### src/rtl/conv_pkg.sv
// Shared constants, FSM state type and helpers for the 6-channel conv feeder.
package conv_pkg;
  localparam int unsigned DATA_W   = 16;
  localparam int unsigned TAPS     = 25;
  localparam int unsigned NPIX_L0  = 784;
  localparam int unsigned NPIX_L1  = 144;
  localparam int unsigned WBASE_L1 = 150;
  localparam int unsigned AW       = 10;
  localparam int unsigned CH       = 6;

  typedef enum logic [2:0] {IDLE, LOAD, PRIME, STREAM, FLUSH, DONE} state_t;

  function automatic logic [AW-1:0] npix_of(input logic layer);
    return layer ? AW'(NPIX_L1) : AW'(NPIX_L0);
  endfunction
endpackage

### src/rtl/conv_feeder_6_if.sv
// Bus between the conv feeder, its weight ROM / feature RAM and the conv array.
interface conv_feeder_6_if;
  import conv_pkg::*;

  logic                 go;
  logic                 layer;
  logic                 busy;
  logic                 done;
  logic [AW-1:0]        wt_addr;
  logic                 wt_bit;
  logic [AW-1:0]        fm_addr;
  logic [CH*DATA_W-1:0] fm_rdata;
  logic                 conv_state;
  logic                 conv_start;
  logic [CH-1:0]        weight_en;
  logic                 weight;
  logic [DATA_W-1:0]    din_0;
  logic [DATA_W-1:0]    din_1;
  logic [DATA_W-1:0]    din_2;
  logic [DATA_W-1:0]    din_3;
  logic [DATA_W-1:0]    din_4;
  logic [DATA_W-1:0]    din_5;
  logic                 din_ready;
  logic [CH-1:0]        conv_done;

  modport master (
    input  go, layer, wt_bit, fm_rdata, din_ready, conv_done,
    output busy, done, wt_addr, fm_addr, conv_state, conv_start,
           weight_en, weight, din_0, din_1, din_2, din_3, din_4, din_5
  );

  modport slave (
    output go, layer, wt_bit, fm_rdata, din_ready, conv_done,
    input  busy, done, wt_addr, fm_addr, conv_state, conv_start,
           weight_en, weight, din_0, din_1, din_2, din_3, din_4, din_5
  );
endinterface

### src/rtl/conv_wload_seq.sv
// Kernel-bit loader: walks ch 0..5 x tap 0..24 over the weight ROM and emits a
// one-hot channel strobe one cycle after each read, matching the ROM latency.
module conv_wload_seq
  import conv_pkg::*;
(
  input  logic          clk,
  input  logic          rst,
  input  logic          start_i,
  input  logic [AW-1:0] base_i,
  output logic [AW-1:0] wt_addr_o,
  output logic [CH-1:0] strobe_o,
  output logic          last_o
);
  logic          active_q, active_d;
  logic [2:0]    ch_q, ch_d;
  logic [4:0]    tap_q, tap_d;
  logic [AW-1:0] addr_q, addr_d;
  logic [CH-1:0] strobe_q, strobe_d;

  always_ff @(posedge clk or posedge rst) begin
    if (rst) begin
      active_q <= 1'b0;
      ch_q     <= '0;
      tap_q    <= '0;
      addr_q   <= '0;
      strobe_q <= '0;
    end else begin
      active_q <= active_d;
      ch_q     <= ch_d;
      tap_q    <= tap_d;
      addr_q   <= addr_d;
      strobe_q <= strobe_d;
    end
  end

  always_comb begin
    active_d = active_q;
    ch_d     = ch_q;
    tap_d    = tap_q;
    addr_d   = addr_q;
    strobe_d = '0;
    if (start_i) begin
      active_d = 1'b1;
      ch_d     = '0;
      tap_d    = '0;
      addr_d   = base_i;
    end else if (active_q) begin
      strobe_d = CH'(1) << ch_q;
      addr_d   = addr_q + 1'b1;
      if (tap_q == 5'(TAPS - 1)) begin
        tap_d = '0;
        if (ch_q == 3'(CH - 1)) begin
          active_d = 1'b0;
          ch_d     = '0;
        end else begin
          ch_d = ch_q + 3'd1;
        end
      end else begin
        tap_d = tap_q + 5'd1;
      end
    end
  end

  assign wt_addr_o = active_q ? addr_q : '0;
  assign strobe_o  = strobe_q;
  // Only the final strobe (channel 5) coincides with the read side having stopped.
  assign last_o    = strobe_q[CH-1] & ~active_q;
endmodule

### src/rtl/conv_feeder_6.sv
// Conv-array feeder: loads 6x25 kernel bits, then streams feature-map pixels
// for all channels on din_ready, zero-flushes and waits for all conv_done bits.
module conv_feeder_6
  import conv_pkg::*;
(
  input  logic            clk,
  input  logic            rst,
  conv_feeder_6_if.master bus
);
  state_t        state_q, state_d;
  logic          layer_q, layer_d;
  logic [AW-1:0] ptr_q, ptr_d;
  logic [AW-1:0] cnt_q, cnt_d;
  logic [AW-1:0] fm_addr;
  logic [AW-1:0] next_addr;
  logic [AW-1:0] npix;
  logic [AW-1:0] wt_addr;
  logic [CH-1:0] strobe;
  logic          load_last;
  logic          seq_start;
  logic          strm;

  assign seq_start = (state_q == IDLE) & bus.go;
  assign npix      = npix_of(layer_q);

  conv_wload_seq u_wload (
    .clk       (clk),
    .rst       (rst),
    .start_i   (seq_start),
    .base_i    (bus.layer ? AW'(WBASE_L1) : '0),
    .wt_addr_o (wt_addr),
    .strobe_o  (strobe),
    .last_o    (load_last)
  );

  always_ff @(posedge clk or posedge rst) begin
    if (rst) begin
      state_q <= IDLE;
      layer_q <= 1'b0;
      ptr_q   <= '0;
      cnt_q   <= '0;
    end else begin
      state_q <= state_d;
      layer_q <= layer_d;
      ptr_q   <= ptr_d;
      cnt_q   <= cnt_d;
    end
  end

  // Advance only on consumption, and never past the last pixel of the layer.
  assign next_addr = (bus.din_ready && ptr_q != npix - 1'b1) ? ptr_q + 1'b1 : ptr_q;

  always_comb begin
    state_d = state_q;
    layer_d = layer_q;
    ptr_d   = ptr_q;
    cnt_d   = cnt_q;
    fm_addr = '0;
    unique case (state_q)
      IDLE: begin
        if (bus.go) begin
          state_d = LOAD;
          layer_d = bus.layer;
          ptr_d   = '0;
          cnt_d   = '0;
        end
      end
      LOAD: begin
        if (load_last) state_d = PRIME;
      end
      PRIME: begin
        ptr_d   = '0;
        cnt_d   = '0;
        state_d = STREAM;
      end
      STREAM: begin
        fm_addr = next_addr;
        ptr_d   = next_addr;
        if (bus.din_ready) begin
          cnt_d = cnt_q + 1'b1;
          if (cnt_q + 1'b1 == npix) state_d = FLUSH;
        end
      end
      FLUSH: begin
        fm_addr = ptr_q;
        if (&bus.conv_done) state_d = DONE;
      end
      DONE: begin
        fm_addr = ptr_q;
        state_d = IDLE;
      end
      default: state_d = IDLE;
    endcase
  end

  assign strm = (state_q == STREAM);

  assign bus.busy       = state_q inside {LOAD, PRIME, STREAM, FLUSH};
  assign bus.done       = (state_q == DONE);
  assign bus.conv_start = state_q inside {PRIME, STREAM, FLUSH};
  assign bus.conv_state = layer_q;
  assign bus.wt_addr    = wt_addr;
  assign bus.weight_en  = strobe;
  assign bus.weight     = (|strobe) & bus.wt_bit;
  assign bus.fm_addr    = fm_addr;

  assign bus.din_0 = strm ? bus.fm_rdata[0*DATA_W +: DATA_W] : '0;
  assign bus.din_1 = strm ? bus.fm_rdata[1*DATA_W +: DATA_W] : '0;
  assign bus.din_2 = strm ? bus.fm_rdata[2*DATA_W +: DATA_W] : '0;
  assign bus.din_3 = strm ? bus.fm_rdata[3*DATA_W +: DATA_W] : '0;
  assign bus.din_4 = strm ? bus.fm_rdata[4*DATA_W +: DATA_W] : '0;
  assign bus.din_5 = strm ? bus.fm_rdata[5*DATA_W +: DATA_W] : '0;
endmodule

### src/flat_wrapper.sv
// flat-port wrapper written by rule: the top's interface ports become plain ports
module conv_feeder_6_flat import conv_pkg::*;
  (clk, rst, bus_go, bus_layer, bus_wt_bit, bus_fm_rdata, bus_din_ready, bus_conv_done, bus_busy, bus_done, bus_wt_addr, bus_fm_addr, bus_conv_state, bus_conv_start, bus_weight_en, bus_weight, bus_din_0, bus_din_1, bus_din_2, bus_din_3, bus_din_4, bus_din_5);
  conv_feeder_6_if bus_i ();
  input  logic clk;
  input  logic rst;
  input wire logic [$bits(bus_i.go)-1:0] bus_go;
  input wire logic [$bits(bus_i.layer)-1:0] bus_layer;
  input wire logic [$bits(bus_i.wt_bit)-1:0] bus_wt_bit;
  input wire logic [$bits(bus_i.fm_rdata)-1:0] bus_fm_rdata;
  input wire logic [$bits(bus_i.din_ready)-1:0] bus_din_ready;
  input wire logic [$bits(bus_i.conv_done)-1:0] bus_conv_done;
  output wire logic [$bits(bus_i.busy)-1:0] bus_busy;
  output wire logic [$bits(bus_i.done)-1:0] bus_done;
  output wire logic [$bits(bus_i.wt_addr)-1:0] bus_wt_addr;
  output wire logic [$bits(bus_i.fm_addr)-1:0] bus_fm_addr;
  output wire logic [$bits(bus_i.conv_state)-1:0] bus_conv_state;
  output wire logic [$bits(bus_i.conv_start)-1:0] bus_conv_start;
  output wire logic [$bits(bus_i.weight_en)-1:0] bus_weight_en;
  output wire logic [$bits(bus_i.weight)-1:0] bus_weight;
  output wire logic [$bits(bus_i.din_0)-1:0] bus_din_0;
  output wire logic [$bits(bus_i.din_1)-1:0] bus_din_1;
  output wire logic [$bits(bus_i.din_2)-1:0] bus_din_2;
  output wire logic [$bits(bus_i.din_3)-1:0] bus_din_3;
  output wire logic [$bits(bus_i.din_4)-1:0] bus_din_4;
  output wire logic [$bits(bus_i.din_5)-1:0] bus_din_5;
  assign bus_i.go = bus_go;
  assign bus_i.layer = bus_layer;
  assign bus_i.wt_bit = bus_wt_bit;
  assign bus_i.fm_rdata = bus_fm_rdata;
  assign bus_i.din_ready = bus_din_ready;
  assign bus_i.conv_done = bus_conv_done;
  assign bus_busy = bus_i.busy;
  assign bus_done = bus_i.done;
  assign bus_wt_addr = bus_i.wt_addr;
  assign bus_fm_addr = bus_i.fm_addr;
  assign bus_conv_state = bus_i.conv_state;
  assign bus_conv_start = bus_i.conv_start;
  assign bus_weight_en = bus_i.weight_en;
  assign bus_weight = bus_i.weight;
  assign bus_din_0 = bus_i.din_0;
  assign bus_din_1 = bus_i.din_1;
  assign bus_din_2 = bus_i.din_2;
  assign bus_din_3 = bus_i.din_3;
  assign bus_din_4 = bus_i.din_4;
  assign bus_din_5 = bus_i.din_5;
  conv_feeder_6 u_core (.clk(clk), .rst(rst), .bus(bus_i));
endmodule
### config.mk
export PLATFORM = sky130hd
export DESIGN_NAME = conv_feeder_6_flat
export DESIGN_NICKNAME = d
export VERILOG_FILES = /design/src/rtl/conv_pkg.sv /design/src/rtl/conv_feeder_6_if.sv /design/src/rtl/conv_wload_seq.sv /design/src/rtl/conv_feeder_6.sv /design/src/flat_wrapper.sv
export SDC_FILE = /design/constraint.sdc
export NUM_CORES = 1
export LEC_CHECK = 0
export BUFFER_PORTS_ARGS = -buffer_cell sky130_fd_sc_hd__buf_4
export CORE_MARGIN = 5
export CORE_UTILIZATION = 30
export DETAILED_ROUTE_END_ITERATION = 10
export HOLD_SLACK_MARGIN = 0.15
export SYNTH_ARGS = -nofsm -noshare
export SYNTH_HDL_FRONTEND = slang
export SYNTH_SLANG_ARGS = --single-unit
export TNS_END_PERCENT = 100
### constraint.sdc
create_clock -name clk -period 2.9 [get_ports clk]
set_clock_uncertainty 0.05 [all_clocks]
set_input_delay 0.58 -clock clk [delete_from_list [all_inputs] [get_ports clk]]
set_output_delay 0.58 -clock clk [all_outputs]
set_load 0.01 [all_outputs]
### After elaboration in Yosys (flattened, before gate mapping)

Index checks and enable logic that the tools add are counted.
Widths: inputs -> output; s select.

| storage, ports and cells | value |
|---|---|
| register bits | 49 |
| word-level logic and storage cells | 85 |

| operators by class | value |
|---|---|
| equal/unequal tests | 14 |
| reductions and logical operators | 15 |
| bitwise logic cells | 4 |
| shift operators | 1 |
| multiplexer cells | 36 |
| add/sub/neg operators | 6 |

Operators by type and width:

| cell | number |
|---|---|
| $mux 16 | 6 |
| $mux 10 | 7 |
| $pmux 10 s3 | 2 |
| $add 10x1->10 const B | 3 |
| $mux 3 | 9 |
| $pmux 10 s2 | 1 |
| $mux 5 | 3 |
| $pmux 3 s5 | 1 |
| $mux 6 | 2 |
| $eq 10x10->1 | 1 |
| $ne 10x10->1 | 1 |
| $sub 10x1->10 const B | 1 |
| $eq 3x3->1 const B | 3 |
| $mux 8 | 1 |
| $eq 3x2->1 const B | 2 |
| $ne 2x2->1 const B | 3 |
| $reduce_and 2->1 | 3 |
| $reduce_and 6->1 | 1 |
| $reduce_bool 3->1 | 2 |
| $reduce_or 6->1 | 1 |
| $shl 1x3->6 const A | 1 |
| $add 5x1->5 const B | 1 |
| $eq 5x5->1 const B | 1 |
| $reduce_and 5->1 | 1 |
| 12 further kinds | 19 |

### Longest topological paths before layout

| logic depth | value |
|---|---|
| depth in word-level cells | 6 |
| depth in mapped cells | 8 |

### Hierarchy

From an unflattened synthesis, not the netlist that was laid out.

| second synthesis, totals | value |
|---|---|
| cells, all modules | 471 |
| area, all modules | 3683.5 um^2 |

By module, submodules not included:

| module | seq. area each (um^2) | instances | cells an instance | area each (um^2) |
|---|---|---|---|---|
| conv_feeder_6 | 600.6 | 1 | 329 | 2338.5 |
| conv_wload_seq | 625.6 | 1 | 142 | 1345.0 |

### Least setup slack after synthesis

No wires, ideal clock.

| timing | value |
|---|---|
| path kind | input to output |
| start point | input port bus_din_ready |
| end point | output port bus_fm_addr[9] |
| cell stages on the path | 4 |
| buffers on the path | 0 |
| path slack | 0.635 ns |
| data arrival time | 1.635 ns |
| data required time | 2.270 ns |
| path through | nand3_1 or3_4 or4_4 nand2_1 |

| between the ends | value |
|---|---|
| cells in the longest elaborated chain, start to end | 3 |

RTL lines:

| element | RTL line | RTL |
|---|---|---|
| start, declared | flat_wrapper.sv:11 | `input wire logic [$bits(bus_i.din_ready)-1:0] bus_din_ready;` |
| $logic_and 1x1->1 | conv_feeder_6.sv:51 | `assign next_addr = (bus.din_ready && ptr_q != npix - 1'b1) ? ptr_q + 1'b1 : ptr_q;` |
| $mux 10 | conv_feeder_6.sv:51 |  |
| $pmux 10 s2 | conv_feeder_6.sv:59 | `unique case (state_q)` |
| end, declared | flat_wrapper.sv:16 | `output wire logic [$bits(bus_i.fm_addr)-1:0] bus_fm_addr;` |

No other way between the ends.

### Worst setup path in the final report

| timing | value |
|---|---|
| start point | register u_core.state_q[0] |
| end point | output port bus_fm_addr[9] |

| between the ends | value |
|---|---|
| cells in the longest elaborated chain, start to end | 3 |
| elaborated cells on any way between the ends | 5 |

RTL lines:

| element | RTL line | RTL |
|---|---|---|
| start, declared | conv_feeder_6.sv:10 | `state_t state_q, state_d;` |
| start signal, assigned | conv_feeder_6.sv:43 | `state_q <= state_d;` |
| $eq 3x3->1 | conv_feeder_6.sv:59 |  |
| $reduce_or 2->1 (no line) | n/a |  |
| $pmux 10 s2 (*) | conv_feeder_6.sv:59 |  |

Every way passes the cells marked *; elsewhere a longest branch is shown, timed or not.

==> results.py <==
metrics = {
    "outcome": {
        "outcome": "complete, no violations",
    },
    "placement": {
        "port-buffer-count": 234,
        "dpl.hpwl_microns": 11400,
        "detailedPlace.worstSlack_ns": 0.306,
        "post_dp_cell_area_sq_mm": 0.00556,
        "gpl.final_weighted_congestion": 0.905,
        "dp_cells": 815,
    },
    "synthesis": {
        "synth_edf_count": 0,
        "postSynth.asyncResetShare": 1.00,
        "synth.cells.most_frequent": "and2_1, dfrtp_1, nand2_1",
        "synth-seq-area-share": 0.334,
        "mappedNetlistNets": 565,
        "yosys.cell_count.top_type": "and2_1",
        "synth.largest_area_cell": "dfrtp_1",
        "synth-seq-cells": 49,
        "dominant_register_cell_in_the_synthesized_netlist": "dfrtp_1",
        "yosysUniqueCellTypes": 60,
        "synth_top_cells_by_area": "dfrtp_1, and2_1, o21ai_0",
        "syn-cell-area_sq_mm": 0.00367,
        "synth-warning-count": 0,
        "syn_area_per_cell_sq_um": 8.14,
        "synth_cells": 451,
        "yosys.area.top_type_share": 0.334,
    },
    "worst_setup_path": {
        "critPathKind": "flop to output pin",
        "critical_path.cell_chain": "inv_2 > or2_2 > or4_4 > nand2_1 > buf_4",
        "cp_num_buf_inv": 2,
        "path_delay_family": "simple AND/OR/NAND/NOR gates",
        "cp_data_required_time_ns": 2.27,
        "critical_path.reg2reg.startpoint": "u_core.state_q[0]",
        "setup.worst_path.end_class": "output pin",
        "worstPathArrival_ns": 2.14,
        "timing.critical_path.fanout_max": 15,
        "crit_path_start_kind": "flop",
        "cpPeakStageDelay_ns": 0.56,
        "critPathSlowestCell": "or4_4",
        "worst_setup_path_startpoint": "u_core.state_q[0]",
    },
    "global_route": {
        "grt_max_degree": 51,
        "grt_antenna_before_repair": 3,
        "globalRouteOverflowTotal": 0,
        "wire_length_of_the_first_global_routing_pass_microns": 21900,
        "grt_pass1_vias": 4082,
        "grt_use_total": 0.187,
    },
    "sta": {
        "sum_neg_setup_slack_ns": 0,
        "final.setup.worst_slack_ns": 0.127,
        "tightestPinTransition_ns": 0.685,
        "rsz0062_at_grt": "no",
        "hold_viol": 0,
        "max_freq_mhz": 361,
        "slew_violations": 0,
        "timing.final.crit_period_ns": 2.77,
        "layout_worst_path_cycle_share": 0.956,
        "setup-violations-final": 0,
        "slew_headroom": 0.542,
    },
    "routing": {
        "drc_markers": 0,
        "detailedRoute.firstIterationViolations": 177,
        "drt_wl_total_microns": 13800,
        "num_vias": 4089,
        "drt-wirelength-per-cell_microns": 16.7,
        "dr.pass1.iters": 4,
        "final_antenna_net_count": 0,
        "vias_per_cell": 4.94,
    },
    "clock_tree": {
        "hold_buffers": 0,
        "clock_tree_root": "clkbuf_16",
        "clk-insertion-delay-late_ns": 0.29,
        "max-clock-path-buffers": 2,
        "tritoncts.num_buffers": 5,
        "clkTransAtPathRegs_ns": 0.07,
        "numClockSinks": 49,
        "clock_tree.htree_level_count": 2,
        "tritoncts": "yes",
    },
    "run": {
        "drv.max_cap_violation_count": 0,
    },
    "power": {
        "static-leakage-power_uw": 0.00289,
        "pwr_density_cell_mw_per_mm2": 746,
        "ir_worst_vdd_uv": 290,
    },
    "layout": {
        "areaGrowthSynthToFinish_pct": 56.9,
        "design_area_sq_mm": 0.00576,
        "nNetsFinal": 790,
        "final.fill_count": 1195,
        "final_layout_size_suffix_gt1_frac": 0.400,
        "final_instance_count_excl_fillers": 827,
    },
    "die": {
        "initial_core_utilization": 0.306,
        "design.core.area_sq_mm": 0.0120,
        "die_y_microns": 121,
        "placementRows": 40,
        "design.portCount": 235,
        "die_width_microns": 121,
        "die_area_sq_mm": 0.0146,
    },
    "hold_path": {
        "holdCritPathClass": "input pin to asynchronous set/reset pin",
    },
}
## final cells by class
class	count	area, sq um	share of cell area
Antenna cell	3	7.51	0.00130
Clock buffer	7	143	0.0248
Clock inverter	1	30.0	0.00521
Inverter	12	45.0	0.00782
Multi-Input combinational cell	362	2280	0.396
Sequential cell	49	1230	0.213
Tap cell	147	184	0.0319
Timing Repair Buffer	246	1850	0.320
## stage by stage
stage | total power, uW | util | hold slack (ns)
3_3_place_gp | 3610 | 0.463 | 0.474
6_report | 4300 | 0.480 | 0.334
5_1_grt | 4660 | 0.480 | 0.398
4_1_cts | 4350 | 0.477 | 0.354
3_5_place_dp | 3660 | 0.463 | 0.477
2_1_floorplan | 2470 | - | 0.444
## registers in the layout, summed over array words and instances (netlist names)
signal                   count
u_core.ptr_q                10
u_core.bus.conv_state        1
u_core.u_wload.ch_q          3
u_core.u_wload.addr_q       10
u_core.state_q               3
u_core.cnt_q                10
u_core.u_wload.tap_q         5
u_core.u_wload.strobe_o      6
u_core.u_wload.active_q      1
## placed cells by master, fill, tap and decap left out, types with 5 or more instances in the layout
cell type,count
a21oi_1,15
a31oi_1,5
and2_1,110
and3_1,5
buf_4,246
clkbuf_16,5
dfrtp_1,48
ha_1,6
inv_1,10
mux2i_1,7
nand2_1,34
nand3_1,16
nand4_1,10
nor2_1,31
nor3_1,7
o21ai_0,30
o31ai_1,6
o41ai_1,5
xnor2_1,5
xor2_1,9
## path summary, 6_finish.rpt
| check | to | slack [ns] | depth (start not counted) |
|---|---|---|---|
| setup / recovery | bus_fm_addr[9] | 0.13 | 5 |
| hold / removal | u_core.u_wload.tap_q[3] | 0.33 | 2 |
| setup reg to reg | u_core.cnt_q[8] | 0.72 | 6 |
| hold reg to reg | u_core.ptr_q[0] | 0.49 | 1 |
| max in group asynchronous | u_core.ptr_q[4] | 1.81 | 3 |
| min in group clk | u_core.ptr_q[0] | 0.49 | 1 |
## logic make-up after synthesis
family | share of synthesized area
buffers and inverters | 0.0508
adders and majority gates | 0.0204
xor gates and xnor gates | 0.0334
muxes | 0.0221
AOI/OAI and AO/OA | 0.153
DFF | 0.334
and+or+nand+nor | 0.387
## per-layer routing
metal | wire (microns) | global-route usage | vias up
li1 | - | - | 2013
met3 | 767 | 0.0360 | 17
met4 | 307 | 0.0659 | 0
met5 | 0 | 0 | -
met1 | 5500 | 0.226 | 1926
met2 | 7250 | 0.331 | 133
## where the power goes
group | switching (uW) | internal, uW | leakage (uW)
combinational | 1300 | 1260 | 0.00217
sequential | 206 | 849 | 0.000640
clock | 250 | 431 | 0.0000841
## what timing repair did
item                       in CTS  in global routing
setup buffers                   0                  1
setup endpoints to repair       0                  7
resized for setup               0                  5
hold endpoints to repair        0                  0
No activity file was read; power rests on OpenSTA's default activity.
